`src/rtl/pf_lanectrl_pause_seq.sv`:
```
// Lane-delay update sequencer: holds HS_IO_CLK_PAUSE around a DLY_LOAD strobe and
// acknowledges a four-phase request. Optional post-pause holdoff: PAUSE_SEQ_HOLDOFF_EN.
module pf_lanectrl_pause_seq #(
  parameter int PRE_CYCLES     = 4,
  parameter int LOAD_CYCLES    = 2,
  parameter int POST_CYCLES    = 4,
  parameter int HOLDOFF_CYCLES = 8
) (
  input  logic       CLK,
  input  logic       RESET,
  // Four-phase handshake: UPD_REQ rises and stays high until UPD_ACK is seen;
  // UPD_ACK stays high until UPD_REQ is low; an accepted pause always runs to completion.
  input  logic       UPD_REQ,
  input  logic [7:0] UPD_CODE,
  output logic       UPD_ACK,
  output logic       HS_IO_CLK_PAUSE,
  output logic       DLY_LOAD,
  output logic [7:0] DLY_CODE,
  output logic       BUSY
);

  if (PRE_CYCLES < 1 || PRE_CYCLES > 15 || LOAD_CYCLES < 1 || LOAD_CYCLES > 15 ||
      POST_CYCLES < 1 || POST_CYCLES > 15 || HOLDOFF_CYCLES < 1 || HOLDOFF_CYCLES > 15)
  begin : g_bad_param
    $error("pf_lanectrl_pause_seq: cycle parameters must be in 1..15");
  end

  localparam logic [3:0] PRE_LD  = 4'(PRE_CYCLES - 1);
  localparam logic [3:0] LOAD_LD = 4'(LOAD_CYCLES - 1);
  localparam logic [3:0] POST_LD = 4'(POST_CYCLES - 1);
`ifdef PAUSE_SEQ_HOLDOFF_EN
  localparam logic [3:0] HOLD_LD = 4'(HOLDOFF_CYCLES - 1);
`endif

  typedef enum logic [2:0] {
    S_IDLE = 3'd0,
    S_PRE  = 3'd1,
    S_LOAD = 3'd2,
    S_POST = 3'd3,
    S_ACK  = 3'd4
`ifdef PAUSE_SEQ_HOLDOFF_EN
    , S_HOLD = 3'd5
`endif
  } state_t;

  state_t     state_q, state_d;
  logic [3:0] cnt_q, cnt_d;
  logic [7:0] code_q, code_d;
  logic       ack_q, ack_d;
  logic       pause_q, pause_d;
  logic       load_q, load_d;
  logic       busy_q, busy_d;

  always_comb begin
    state_d = state_q;
    code_d  = code_q;
    cnt_d   = (cnt_q != 4'd0) ? cnt_q - 4'd1 : cnt_q;
    case (state_q)
      S_IDLE: begin
        if (UPD_REQ) begin
          state_d = S_PRE;
          cnt_d   = PRE_LD;
          code_d  = UPD_CODE;
        end
      end
      S_PRE: begin
        if (cnt_q == 4'd0) begin
          state_d = S_LOAD;
          cnt_d   = LOAD_LD;
        end
      end
      S_LOAD: begin
        if (cnt_q == 4'd0) begin
          state_d = S_POST;
          cnt_d   = POST_LD;
        end
      end
      S_POST: begin
        if (cnt_q == 4'd0) begin
          state_d = S_ACK;
          cnt_d   = 4'd0;
        end
      end
      S_ACK: begin
        if (!UPD_REQ) begin
`ifdef PAUSE_SEQ_HOLDOFF_EN
          state_d = S_HOLD;
          cnt_d   = HOLD_LD;
`else
          state_d = S_IDLE;
`endif
        end
      end
`ifdef PAUSE_SEQ_HOLDOFF_EN
      // Requests are deliberately not looked at until the gap has elapsed.
      S_HOLD: begin
        if (cnt_q == 4'd0) state_d = S_IDLE;
      end
`endif
      default: state_d = S_IDLE;
    endcase

    // Outputs are registered copies decoded from the next state, so they switch
    // on the same edge as the state itself.
    pause_d = (state_d == S_PRE) || (state_d == S_LOAD) || (state_d == S_POST);
    load_d  = (state_d == S_LOAD);
    ack_d   = (state_d == S_ACK);
    busy_d  = (state_d != S_IDLE);
  end

  always_ff @(posedge CLK or posedge RESET) begin
    if (RESET) begin
      state_q <= S_IDLE;
      cnt_q   <= 4'd0;
      code_q  <= 8'h00;
      ack_q   <= 1'b0;
      pause_q <= 1'b0;
      load_q  <= 1'b0;
      busy_q  <= 1'b0;
    end else begin
      state_q <= state_d;
      cnt_q   <= cnt_d;
      code_q  <= code_d;
      ack_q   <= ack_d;
      pause_q <= pause_d;
      load_q  <= load_d;
      busy_q  <= busy_d;
    end
  end

  assign UPD_ACK         = ack_q;
  assign HS_IO_CLK_PAUSE = pause_q;
  assign DLY_LOAD        = load_q;
  assign DLY_CODE        = code_q;
  assign BUSY            = busy_q;

endmodule

```
`config.mk`:
```
export PLATFORM = sky130hd
export DESIGN_NAME = pf_lanectrl_pause_seq
export DESIGN_NICKNAME = d
export VERILOG_FILES = /design/src/rtl/pf_lanectrl_pause_seq.sv
export SDC_FILE = /design/constraint.sdc
export NUM_CORES = 1
export LEC_CHECK = 0
export ABC_AREA = 1
export CAP_MARGIN = 25
export CORE_ASPECT_RATIO = 2
export CORE_UTILIZATION = 30
export DETAILED_ROUTE_END_ITERATION = 7
export PLACE_DENSITY_LB_ADDON = 0.08
export SLEW_MARGIN = 20
export SYNTH_ARGS = -nofsm -noshare
export SYNTH_HDL_FRONTEND = slang
export SYNTH_SLANG_ARGS = --single-unit
```
`constraint.sdc`:
```
create_clock -name CLK -period 2.25 [get_ports CLK]
set_input_delay 0.45 -clock CLK [delete_from_list [all_inputs] [get_ports CLK]]
set_output_delay 0.45 -clock CLK [all_outputs]
set_load 0.005 [all_outputs]
```
## Yosys cells after proc, flatten, opt, wreduce, memory -nomap -nowiden

Cells that the tools add are included.

- Register bits after elaboration: 19
- Bits of input ports: 11
- Output and inout port bits: 12
- Logic and storage cells: 35

- Add/sub/neg operators: 1
- Equal/unequal tests: 8
- Multiplexer cells: 12
- Reduce and logical (&&, ||, !) cells: 7

Operators by type and width:

| operator | count |
|---|---|
| $mux W4 | 5 |
| $pmux W4 S4 | 1 |
| $mux W3 | 5 |
| $pmux W3 S5 | 1 |
| $eq A3 B2 Y1 const B | 4 |
| $eq A3 B1 Y1 const B | 2 |
| $eq A3 B3 Y1 const B | 2 |
| $logic_not A4 Y1 | 1 |
| $reduce_bool A4 Y1 | 1 |
| $sub A4 B1 Y4 const B | 1 |
| $logic_not A3 Y1 | 1 |
| $reduce_bool A3 Y1 | 1 |
| $logic_or A1 B1 Y1 | 2 |
| $reduce_and A2 Y1 | 1 |

## Logic depth before layout (Yosys ltp)

- Depth after elaboration: 6
- Depth in mapped cells: 8
- Mapped depth without buffers: 8

## Worst setup path before layout

Ideal clock, no wire load.

- Path kind: register -> register
- From: register cnt_q[0]
- To: register cnt_q[0]
- Library setup time: 0.133 ns
- Arrival: 1.360 ns
- Setup slack: 0.758 ns
- Stages on the path, launching flop included: 8
- Buffers on the path: 0
- Period minus slack after synthesis: 1.492 ns
- Path through: dfrtp_1 inv_1 ha_1 nand2_2 ha_1 inv_1 o21ai_0 nand4_1

- Cells in the longest elaborated chain, start to end: 4

Ends and longest elaborated chain:

| element | RTL line | RTL |
|---|---|---|
| from (decl) | 47 | `logic [3:0] cnt_q, cnt_d;` |
| from (signal assigned) | 122 | `cnt_q <= cnt_d;` |
| $sub A4 B1 Y4 or $reduce_bool A4 Y1 (tied branches) | 57 | `cnt_d = (cnt_q != 4'd0) ? cnt_q - 4'd1 : cnt_q;` |
| $mux W4 | 57 |  |
| $mux W4 (on tied branches) | n/a |  |
| $pmux W4 S4 * | 58 | `case (state_q)` |
| named net cnt_d[0] | 47 |  |

Mark *: on every way through the listed nets, which the timed path passes. The rest lies on a longest branch.
A chain may end at the register's enable or synchronous reset.

## Worst setup path in the final report

Same ends and word-level chain as after synthesis.

==> results.md <==
* Global-route usage over all layers at 14.5%
* Post-Synth XOR/XNOR Area at 0.967%
* Clock Latency Late Sink at 250 ps
* First-pass GRT wire length at 3170 um
* Yosys top cell area share at 52.5%
* Core Box Area at 0.00280 mm^2
* Clock Skew at 4.57 ps
* Post-synthesis adder-cell area fraction at 4.14%
* GRT Residual Overflow at 0
* Die area at 0.00326 mm^2
* Min-Delay Startpoint: DLY_CODE[0]$_DFFE_PP0P_
* Die Ht at 79.7 um
* Crit path DAT at 1780 ps
* Mux cell area share after synthesis at 0%
* Worst stage delay on the critical path at 390 ps
* Share of layout cells above drive strength 1 at 9.52%
* Startpoint Class: flip-flop
* Crit-path max FO at 6
* Peak supply drop at 520 uV
* Synth Area in Compound Gates at 4.56%
* CTS tree: built
* Antenna violations before repair at 0
* Worst EP required at 2370 ps
* Ys Warns at 0
* Rows at 27
* Final Cycle Share at 73.5%
* First-pass DRT Iterations at 4
* RR Endpoint: cnt_q[0]$_DFF_PP0_
* Bufs on Longest Clock Path at 2
* Max-cap violations at 0
* Slew Viols, Final at 0
* Clock H-tree levels at 1
* Fmax at 0.605 GHz
* Syn nets at 116
* Register area share after synthesis at 52.5%
* I/O pin count at 23
* Status: finished clean
* Endpoints failing setup at 0
* Reg2Reg Depth at 7
* Post-cts gate resize count at 0
* Vias in the first global route at 751
* Clock Root Buffer: clkbuf_8
* Tightest Pin Transition at 323 ps
* # fillers at 291
* Cell variety after synth at 20
* Setup WS post-layout at 597 ps
* Vias at 727
* Largest family of logic cells by synthesized area: simple AND/OR/NAND/NOR gates
* Place WS at 436 ps
* Post-DP HPWL at 1380 um
* HP Class: reg2reg
* Final WL at 1780 um
* Hold Buf Count CTS at 0
* Gp weighted congestion at 0.716
* CTS buffer count at 3
* DRT antenna net count at 0
* Reg2reg start: cnt_q[0]$_DFF_PP0_
* Setup_tns at 0 ps
* Initial Util at 32.3%
* PwrDens at 1340 mW/mm^2
* Post-Syn Area per Cell at 8.88 um^2
* Antenna Cells at 0
* Hold Path End: DLY_CODE[0]$_DFFE_PP0P_
* Clock Sinks at 19
* Synth area leader: dfrtp_1
* Slowest CP cell: dfrtp_1
* Vias per std cell at 4.69
* Final hold vios at 0
* Post-Syn Instances at 102
* Wirelength per Cell at 11.5 um
* DRC Markers at 0
* IO buf count at 22
* Critical path, cell by cell: inv_1 -> ha_1 -> nand2_2 -> ha_1 -> inv_1 -> o21ai_0 -> nand4_1
* R2r setup slk at 600 ps
* Synthesized area at 906 um^2
* Util after Layout at 42.3%
* Drt first-iter violations at 22
* Hold Path Depth at 2
* Crit Path Class: reg2reg
* Clock transition at path regs at 70 ps
* Crit end category: flip-flop
* Rel. slew slack at 78.4%
* RSZ-0062 raised after global routing: no
* Area added between synthesis and finish at 31.1%
* Post-CTS setup buffers at 0
* Final critical-path required period at 1650 ps
* Chip width at 40.9 um
* Largest net degree at the start of global routing at 20
* Overall Power at 1590 uW
* Pleak at 0.000604 uW
* Number of synthesized register bits at 19
* Ranking of synthesized cells by area: dfrtp_1 (52%), nand2_1 (13%), inv_1 (5.4%), ha_1 (4.1%), nand3_2 (3.3%)
* Synth Area in Simple Gates at 28.9%
* Nets at 141
==> logic make-up after synthesis <==
| kind of cell | count (synthesis) |
|---|---|
| buffers and inverters | 17 |
| adders and majority gates | 3 |
| AOI/OAI and AO/OA | 7 |
| DFF | 19 |
| xor gates and xnor gates | 1 |
| and+or+nand+nor | 55 |
==> cell type report <==
type	count	area (um^2)	share of cell area, %
clock buffers	4	45.0	3.79
inverters	14	53.8	4.53
multi-input cells	66	349	29.4
flip-flops and latches	19	475	40.0
well taps	29	36.3	3.06
repair buffers	23	228	19.2
==> registers in the layout (all words and copies together) (netlist names) <==
name,cells
HS_IO_CLK_PAUSE,1
state_q,3
UPD_ACK,1
DLY_CODE,8
cnt_q,4
DLY_LOAD,1
BUSY,1
==> cells in the final DEF, fill, tap and decap left out, drive strengths merged <==
cell type	Yosys	layout
clkdlybuf4s50	0	22
dfrtp	19	19
nand4	4	4
nor2	9	9
nand3	6	6
nand2	33	33
a21oi	3	3
clkbuf	0	4
o22ai	1	1
o21ai	2	2
o211a	1	1
inv	13	13
nor3	3	3
buf	3	1
xor2	1	1
ha	3	3
clkinv	1	1
==> how the worst max path moves through the flow <==
stage                  startpoint            endpoint  slack [ps]  cells after the start
2_1_floorplan  cnt_q[0]$_DFF_PP0_  cnt_q[0]$_DFF_PP0_         760                      7
3_3_place_gp              UPD_REQ  cnt_q[1]$_DFF_PP0_         420                      5
3_5_place_dp              UPD_REQ  cnt_q[1]$_DFF_PP0_         440                      5
4_1_cts        cnt_q[0]$_DFF_PP0_  cnt_q[0]$_DFF_PP0_         590                      7
5_1_grt        cnt_q[0]$_DFF_PP0_  cnt_q[0]$_DFF_PP0_         420                      7
6_report       cnt_q[0]$_DFF_PP0_  cnt_q[0]$_DFF_PP0_         600                      7
==> power by group <==
part	leakage [uW]	switching, uW	internal (uW)
registers	0.000234	116	496
logic	0.000347	379	365
clock network	0.0000228	104	126
total	0.000604	598	987
==> synthesized netlist by cell type, drive strengths merged <==
master,instances
nand4,4
ha,3
dfrtp,19
nand2,33
xor2,1
buf,3
inv,13
a21oi,3
o21ai,2
nor2,9
clkinv,1
o22ai,1
o211a,1
nand3,6
nor3,3
==> worst max-delay path: cells and delay by family, from the launching register on <==
kind / cells / cell delay (ps)
fa+ha+maj: 2 / 580
compound gates: 1 / 160
flops: 1 / 390
buf+inv: 2 / 130
simple gates: 2 / 250
==> metrics by stage <==
stage          area [um^2]  hold WS, ps  instances
2_1_floorplan          906          401        102
3_3_place_gp          1140          465        151
3_5_place_dp          1140          468        151
4_1_cts               1190          486        155
5_1_grt               1190          511        155
6_report              1190          484        155
==> routing by layer <==
| layer | wire (um) | part of all wire (%) | global-route usage (%) | vias to the layer above |
|---|---|---|---|---|
| li1 | - | - | - | 367 |
| met1 | 693 | 39 | 16.5 | 339 |
| met2 | 986 | 55 | 23.1 | 17 |
| met3 | 74 | 4.2 | 3.34 | 4 |
| met4 | 29 | 1.6 | 8.00 | 0 |
| met5 | 0 | 0 | 0 | - |
No activity file was read; power rests on OpenSTA's default activity.
